**src/rtl/apb_uart_csr.sv**
```systemverilog
// APB3 completer for the UART register bank: TX FIFO, RX holding register, CTRL/STATUS CSRs.
// Programmable access-phase wait states; bad accesses are answered with PSLVERR and no side effect.
module apb_uart_csr #(
    parameter int ADDR_W      = 32,
    parameter int DATA_W      = 32,
    parameter int WAIT_STATES = 0,
    parameter int FIFO_DEPTH  = 8
) (
    input  logic              PCLK,
    input  logic              PRESETn,
    input  logic              PSELx,
    input  logic              PENABLE,
    input  logic              PWRITE,
    input  logic [ADDR_W-1:0] PADDR,
    input  logic [DATA_W-1:0] PWDATA,
    output logic [DATA_W-1:0] PRDATA,
    output logic              PREADY,
    output logic              PSLVERR,
    output logic [7:0]        tx_data,
    output logic              tx_valid,
    input  logic              tx_ready,
    input  logic [7:0]        rx_data,
    input  logic              rx_valid,
    output logic [15:0]       baud_div,
    output logic              tx_en,
    output logic              rx_en
);
    localparam int PTR_W = $clog2(FIFO_DEPTH);
    localparam logic [PTR_W:0] DEPTH_C = (PTR_W+1)'(FIFO_DEPTH);
    localparam logic [1:0] A_TX = 2'd0, A_RX = 2'd1, A_STATUS = 2'd2, A_CTRL = 2'd3;

    typedef enum logic {IDLE, ACCESS} state_t;

    state_t            state_reg, state_next;
    logic [3:0]        wait_reg, wait_next;
    logic              ready;

    logic [7:0]        fifo_mem [FIFO_DEPTH];
    logic [PTR_W-1:0]  wr_ptr_reg, rd_ptr_reg;
    logic [PTR_W:0]    count_reg, count_next;
    logic              tx_full, tx_empty, push, pop;

    logic [7:0]        rx_byte_reg;
    logic              rx_full_reg, overrun_reg;
    logic              rx_pop, status_rd;
    logic [17:0]       ctrl_reg;

    logic [1:0]        reg_sel;
    logic              addr_ok, err, complete, wr_ok, rd_ok;
    logic [DATA_W-1:0] rdata;
    logic [31:0]       count_ext;
    logic [3:0]        tx_count;
    logic              unused_pwdata;

    assign unused_pwdata = ^PWDATA[DATA_W-1:18];

    always_ff @(posedge PCLK or negedge PRESETn) begin
        if (!PRESETn) begin
            state_reg <= IDLE;
            wait_reg  <= '0;
        end else begin
            state_reg <= state_next;
            wait_reg  <= wait_next;
        end
    end

    // A fresh setup phase seen while in ACCESS restarts the wait count.
    always_comb begin
        state_next = state_reg;
        wait_next  = wait_reg;
        ready      = 1'b0;
        case (state_reg)
            IDLE: begin
                if (PSELx && !PENABLE) begin
                    state_next = ACCESS;
                    wait_next  = 4'(WAIT_STATES);
                end
            end
            ACCESS: begin
                if (!PSELx) begin
                    state_next = IDLE;
                end else if (!PENABLE) begin
                    wait_next = 4'(WAIT_STATES);
                end else if (wait_reg != 4'd0) begin
                    wait_next = wait_reg - 4'd1;
                end else begin
                    ready      = 1'b1;
                    state_next = IDLE;
                end
            end
            default: state_next = IDLE;
        endcase
    end

    assign tx_full   = (count_reg == DEPTH_C);
    assign tx_empty  = (count_reg == '0);
    assign count_ext = 32'(count_reg);
    assign tx_count  = (count_ext > 32'd15) ? 4'hF : count_ext[3:0];

    assign reg_sel  = PADDR[3:2];
    assign addr_ok  = (PADDR[1:0] == 2'b00) && (PADDR[ADDR_W-1:4] == '0);
    assign complete = PSELx && PENABLE && ready;

    always_comb begin
        err = !addr_ok;
        if (PWRITE && (reg_sel == A_RX || reg_sel == A_STATUS))
            err = 1'b1;
        if (PWRITE && reg_sel == A_TX && tx_full)
            err = 1'b1;
        if (!PWRITE && reg_sel == A_RX && !rx_full_reg)
            err = 1'b1;
    end

    always_comb begin
        rdata = '0;
        case (reg_sel)
            A_TX:     rdata = '0;
            A_RX:     rdata = DATA_W'(rx_byte_reg);
            A_STATUS: rdata = DATA_W'({tx_count, overrun_reg, rx_full_reg, tx_empty, tx_full});
            A_CTRL:   rdata = DATA_W'(ctrl_reg);
            default:  rdata = '0;
        endcase
    end

    assign wr_ok     = complete && !err && PWRITE;
    assign rd_ok     = complete && !err && !PWRITE;
    assign push      = wr_ok && (reg_sel == A_TX);
    assign pop       = tx_valid && tx_ready;
    assign rx_pop    = rd_ok && (reg_sel == A_RX);
    assign status_rd = rd_ok && (reg_sel == A_STATUS);

    assign PREADY  = ready;
    assign PSLVERR = complete && err;
    assign PRDATA  = rd_ok ? rdata : '0;

    assign tx_valid = !tx_empty;
    assign tx_data  = tx_valid ? fifo_mem[rd_ptr_reg] : 8'h00;
    assign baud_div = ctrl_reg[15:0];
    assign tx_en    = ctrl_reg[16];
    assign rx_en    = ctrl_reg[17];

    always_comb begin
        count_next = count_reg;
        if (push && !pop)
            count_next = count_reg + 1'b1;
        else if (pop && !push)
            count_next = count_reg - 1'b1;
    end

    always_ff @(posedge PCLK) begin
        if (push)
            fifo_mem[wr_ptr_reg] <= PWDATA[7:0];
    end

    // Pointer widths equal log2(depth), so increments wrap naturally.
    always_ff @(posedge PCLK or negedge PRESETn) begin
        if (!PRESETn) begin
            wr_ptr_reg <= '0;
            rd_ptr_reg <= '0;
            count_reg  <= '0;
        end else begin
            if (push)
                wr_ptr_reg <= wr_ptr_reg + 1'b1;
            if (pop)
                rd_ptr_reg <= rd_ptr_reg + 1'b1;
            count_reg <= count_next;
        end
    end

    // A byte arriving while the bus pops the old one replaces it without overrun;
    // an overrun on the same cycle as a STATUS read wins over the clear.
    always_ff @(posedge PCLK or negedge PRESETn) begin
        if (!PRESETn) begin
            rx_byte_reg <= 8'h00;
            rx_full_reg <= 1'b0;
            overrun_reg <= 1'b0;
            ctrl_reg    <= '0;
        end else begin
            if (rx_valid && (!rx_full_reg || rx_pop)) begin
                rx_byte_reg <= rx_data;
                rx_full_reg <= 1'b1;
            end else if (rx_pop) begin
                rx_full_reg <= 1'b0;
            end
            if (rx_valid && rx_full_reg && !rx_pop)
                overrun_reg <= 1'b1;
            else if (status_rd)
                overrun_reg <= 1'b0;
            if (wr_ok && reg_sel == A_CTRL)
                ctrl_reg <= PWDATA[17:0];
        end
    end
endmodule
```
**config.mk**
```make
export PLATFORM = sky130hd
export DESIGN_NAME = apb_uart_csr
export DESIGN_NICKNAME = d
export VERILOG_FILES = /design/src/rtl/apb_uart_csr.sv
export SDC_FILE = /design/constraint.sdc
export NUM_CORES = 1
export LEC_CHECK = 0
export BUFFER_PORTS_ARGS = -buffer_cell sky130_fd_sc_hd__buf_2
export CORE_AREA = 2 2 77 153
export DETAILED_ROUTE_END_ITERATION = 12
export DIE_AREA = 0 0 79 155
export GPL_TIMING_DRIVEN = 0
export PLACE_DENSITY = 0.76
export SLEW_MARGIN = 40
export SYNTH_ARGS = -nofsm -noshare
export SYNTH_HDL_FRONTEND = slang
export SYNTH_SLANG_ARGS = --single-unit
```
**constraint.sdc**
```tcl
create_clock -name PCLK -period 3.6 [get_ports PCLK]
set_input_delay 0.18 -clock PCLK [delete_from_list [all_inputs] [get_ports PCLK]]
set_output_delay 0.18 -clock PCLK [all_outputs]
set_load 0.005 [all_outputs]
```
==> impl_metrics.py <==
metrics = {
    "floorplanning": {
        "die_w_um": 79,
        "num_rows": 55,
        "io_pins": 140,
        "dieArea_sq_um": 12200,
        "core_area_sq_um": 11100,
        "die_h_um": 155,
        "initial_core_util_pct": 44.0,
    },
    "global_routing": {
        "antenna_found_initial": 0,
        "grt_overflow": 0,
        "gr-usage-all-layers_pct": 17.9,
        "grt_pass1_wl_um": 16400,
        "grt_pass1_vias": 3221,
        "grt_max_degree": 44,
    },
    "worst_setup_path": {
        "crit_family": "simple AND/OR/NAND/NOR gates",
        "critPathSlowestCell": "nor4_4",
        "cp-start-kind": "flop",
        "crit_chain": "inv_1, ha_1, and3b_1, nand2_1, nor4_4, nand3_2, inv_1, ha_1, inv_1, ha_1, a21o_1, a21oi_1, xnor2_1, nor2_1, xor2_1",
        "r2r-end": "count_reg[3]",
        "r2r_setup_slack_ns": 0.38,
        "rr_worst_depth": 15,
        "crit_type": "reg -> reg",
        "end_kind": "flop",
        "required_ns": 3.83,
        "cpPeakStageDelay_ns": 0.42,
        "cp_max_fo": 7,
        "crit_arrival_ns": 3.44,
        "worst-path-buf-inv": 3,
        "r2r-start": "wait_reg[0]",
    },
    "worst_hold_path": {
        "min_to": "ctrl_reg[10]",
        "min_path_cells": 2,
        "holdCritPathClass": "in -> reg",
        "hp-start": "PWDATA[10]",
    },
    "timing": {
        "post-route-period-util_pct": 89.3,
        "rsz0062_at_grt": "no",
        "holdWs_ns": 0.0600,
        "setup_viol_count_final": 0,
        "max_slew_margin_pct": 43.6,
        "min_period_ns": 3.22,
        "skew_ns": 0.0124,
        "fmax_ghz": 0.311,
        "hold_viol": 0,
        "worst_slew_pin_slew_ns": 0.842,
        "report.final.slew_viol_count": 0,
    },
    "drt": {
        "wl_um": 10500,
        "viasPerCell": 5.22,
        "postRouteAntennaNets": 0,
        "route.detailed.drc": 0,
        "drtPass1Iterations": 4,
        "drt_iter0_markers": 169,
        "wl_per_cell_um": 17.4,
        "num_vias": 3163,
    },
    "cells_and_area": {
        "layout.nets": 550,
        "syn2layout_area_growth_pct": 23.0,
        "largest_register_ffs": 64,
        "final_util_pct": 54.1,
        "drive_gt1_share_pct": 45.3,
        "num_antenna_cells": 0,
    },
    "synthesis": {
        "synth_top_family_by_area": "multiplexers",
        "syn_inst": 322,
        "ys_types": 48,
        "ys_warn_count": 0,
        "synthXorXnorAreaFrac_pct": 1.43,
        "synth_seq_cells": 107,
        "synthArstFlopShare_pct": 40.2,
        "synth_common_cells": "edfxtp_1 (64), dfrtp_1 (43), nor2_1 (23)",
        "synth_top_flop_cell": "edfxtp_1",
        "synth.most_common_cell": "edfxtp_1",
        "yosysTopAreaCell": "edfxtp_1",
        "seq_area_frac_synth_pct": 61.2,
        "synth-edff-count": 64,
        "yosysTopAreaCellShare_pct": 39.2,
        "syn_area_sq_um": 4900,
        "synthMuxAreaShare_pct": 16.6,
        "synthAdderAreaFrac_pct": 3.22,
        "synth-compound-area-share_pct": 4.34,
        "synth_area_leaders": "edfxtp_1 (39%), dfrtp_1 (22%), mux4_2 (7.4%), mux2_2 (4.6%), mux2_4 (3.1%)",
        "syn-mean-instance-area_sq_um": 15.2,
        "synthSimpleGateAreaFrac_pct": 8.75,
    },
    "pwr": {
        "p_leak_nw": 2.66,
        "power.density_nw_per_um2": 434,
        "ir_drop_mv": 0.275,
        "total_power_mw": 2.62,
    },
    "clock_network": {
        "tritoncts": "yes",
        "worstSkewPairLatency_ns": 0.35,
        "h-tree-depth": 3,
        "cts_setup_buffers": 0,
        "clk_pin_slew_ns": 0.06,
        "root_buffer": "clkbuf_16",
        "cts.sinks": 107,
        "cts_made_buffers": 9,
        "clockBufferDepth": 2,
    },
    "placement": {
        "io_buffers": 110,
        "routabilityCongestion": 0.751,
        "dp_hpwl_um": 7560,
    },
    "run": {
        "maxCapViolCount": 0,
    },
    "status": {
        "outcome": "complete, no violations",
    },
}
-- worst max-delay path by stage --
stage	start	to	slack, ns	cells past startpoint
4_1_cts	wait_reg[0]	count_reg[3]	0.14	15
6_report	wait_reg[0]	count_reg[3]	0.38	15
5_1_grt	wait_reg[0]	count_reg[3]	0.11	15
2_1_floorplan	wait_reg[0]	count_reg[3]	0.59	15
3_3_place_gp	PADDR[2]	fifo_mem[0][1]	-0.26	8
3_5_place_dp	PADDR[2]	count_reg[3]	0.12	16
-- report_power, final --
group          switching (mW)  internal (mW)  total, mW  leakage, nW
Clock                   0.413          0.542      0.955        0.141
Sequential             0.0216           1.33       1.35         1.16
Combinational           0.168          0.145      0.313         1.36
-- layout make-up --
type | instances | area (sq um)
tap | 142 | 178
clock inverter | 4 | 50.0
clock buffer | 12 | 236
inverter | 15 | 56.3
multi-input combinational | 189 | 1780
sequential | 107 | 3000
fill | 912 | 5120
timing repair buffer | 113 | 573
buffer | 24 | 159
-- placed cells by master, fill, tap and decap left out, drive strengths merged, types with 8 or more instances in the layout --
| cell type | netlist | final |
|---|---|---|
| inv | 15 | 17 |
| conb | 1 | 14 |
| mux2i | 8 | 8 |
| dfrtp | 43 | 43 |
| clkbuf | 1 | 13 |
| buf | 23 | 135 |
| mux2 | 30 | 30 |
| and2 | 10 | 10 |
| ha | 11 | 11 |
| nor2 | 23 | 23 |
| mux4 | 16 | 16 |
| edfxtp | 64 | 64 |
| nor4 | 10 | 10 |
-- worst register-to-register path, stage by stage, from the launching register on --
cell and delay (ns):
dfrtp_1 0.38, inv_1 0.10, ha_1 0.19, and3b_1 0.20, nand2_1 0.13, nor4_4 0.42
nand3_2 0.29, inv_1 0.12, ha_1 0.20, inv_1 0.09, ha_1 0.27, a21o_1 0.17
a21oi_1 0.18, xnor2_1 0.14, nor2_1 0.07, xor2_1 0.14
-- stage by stage --
stage	setup TNS [ns]	setup slack, ns	instances	instance area (sq um)
global route	0	0.115	606	6030
detailed placement	0	0.122	589	5720
global placement	-2.09	-0.261	587	5680
CTS	0	0.144	606	6020
finish	0	0.384	606	6030
floorplan	0	0.593	335	4950
-- layer usage --
| metal | GRT usage, % | up-vias | wire length (um) |
|---|---|---|---|
| met2 | 30.1 | 111 | 5370 |
| met4 | 6.81 | 0 | 190 |
| met3 | 4.76 | 15 | 673 |
| met5 | 0 | - | 0 |
| met1 | 21.7 | 1563 | 4300 |
| li1 | - | 1474 | - |
-- what timing repair did --
item | 4_1_cts | 5_1_grt
resized for setup | 0 | 1
hold buffers | 1 | 0
hold endpoints to repair | 43 | 0
endpoints found under the setup margin | 0 | 1
-- cell families (layout without fill, tap and decap cells) --
family | count (synthesis) | in the layout
compound gates | 26 | 26
xor+xnor | 8 | 8
fa+ha+maj | 12 | 12
buf+inv | 39 | 168
flops | 107 | 107
mux | 54 | 54
other cells | 1 | 14
simple gates | 75 | 75
Power figures use the tool's default switching activity.
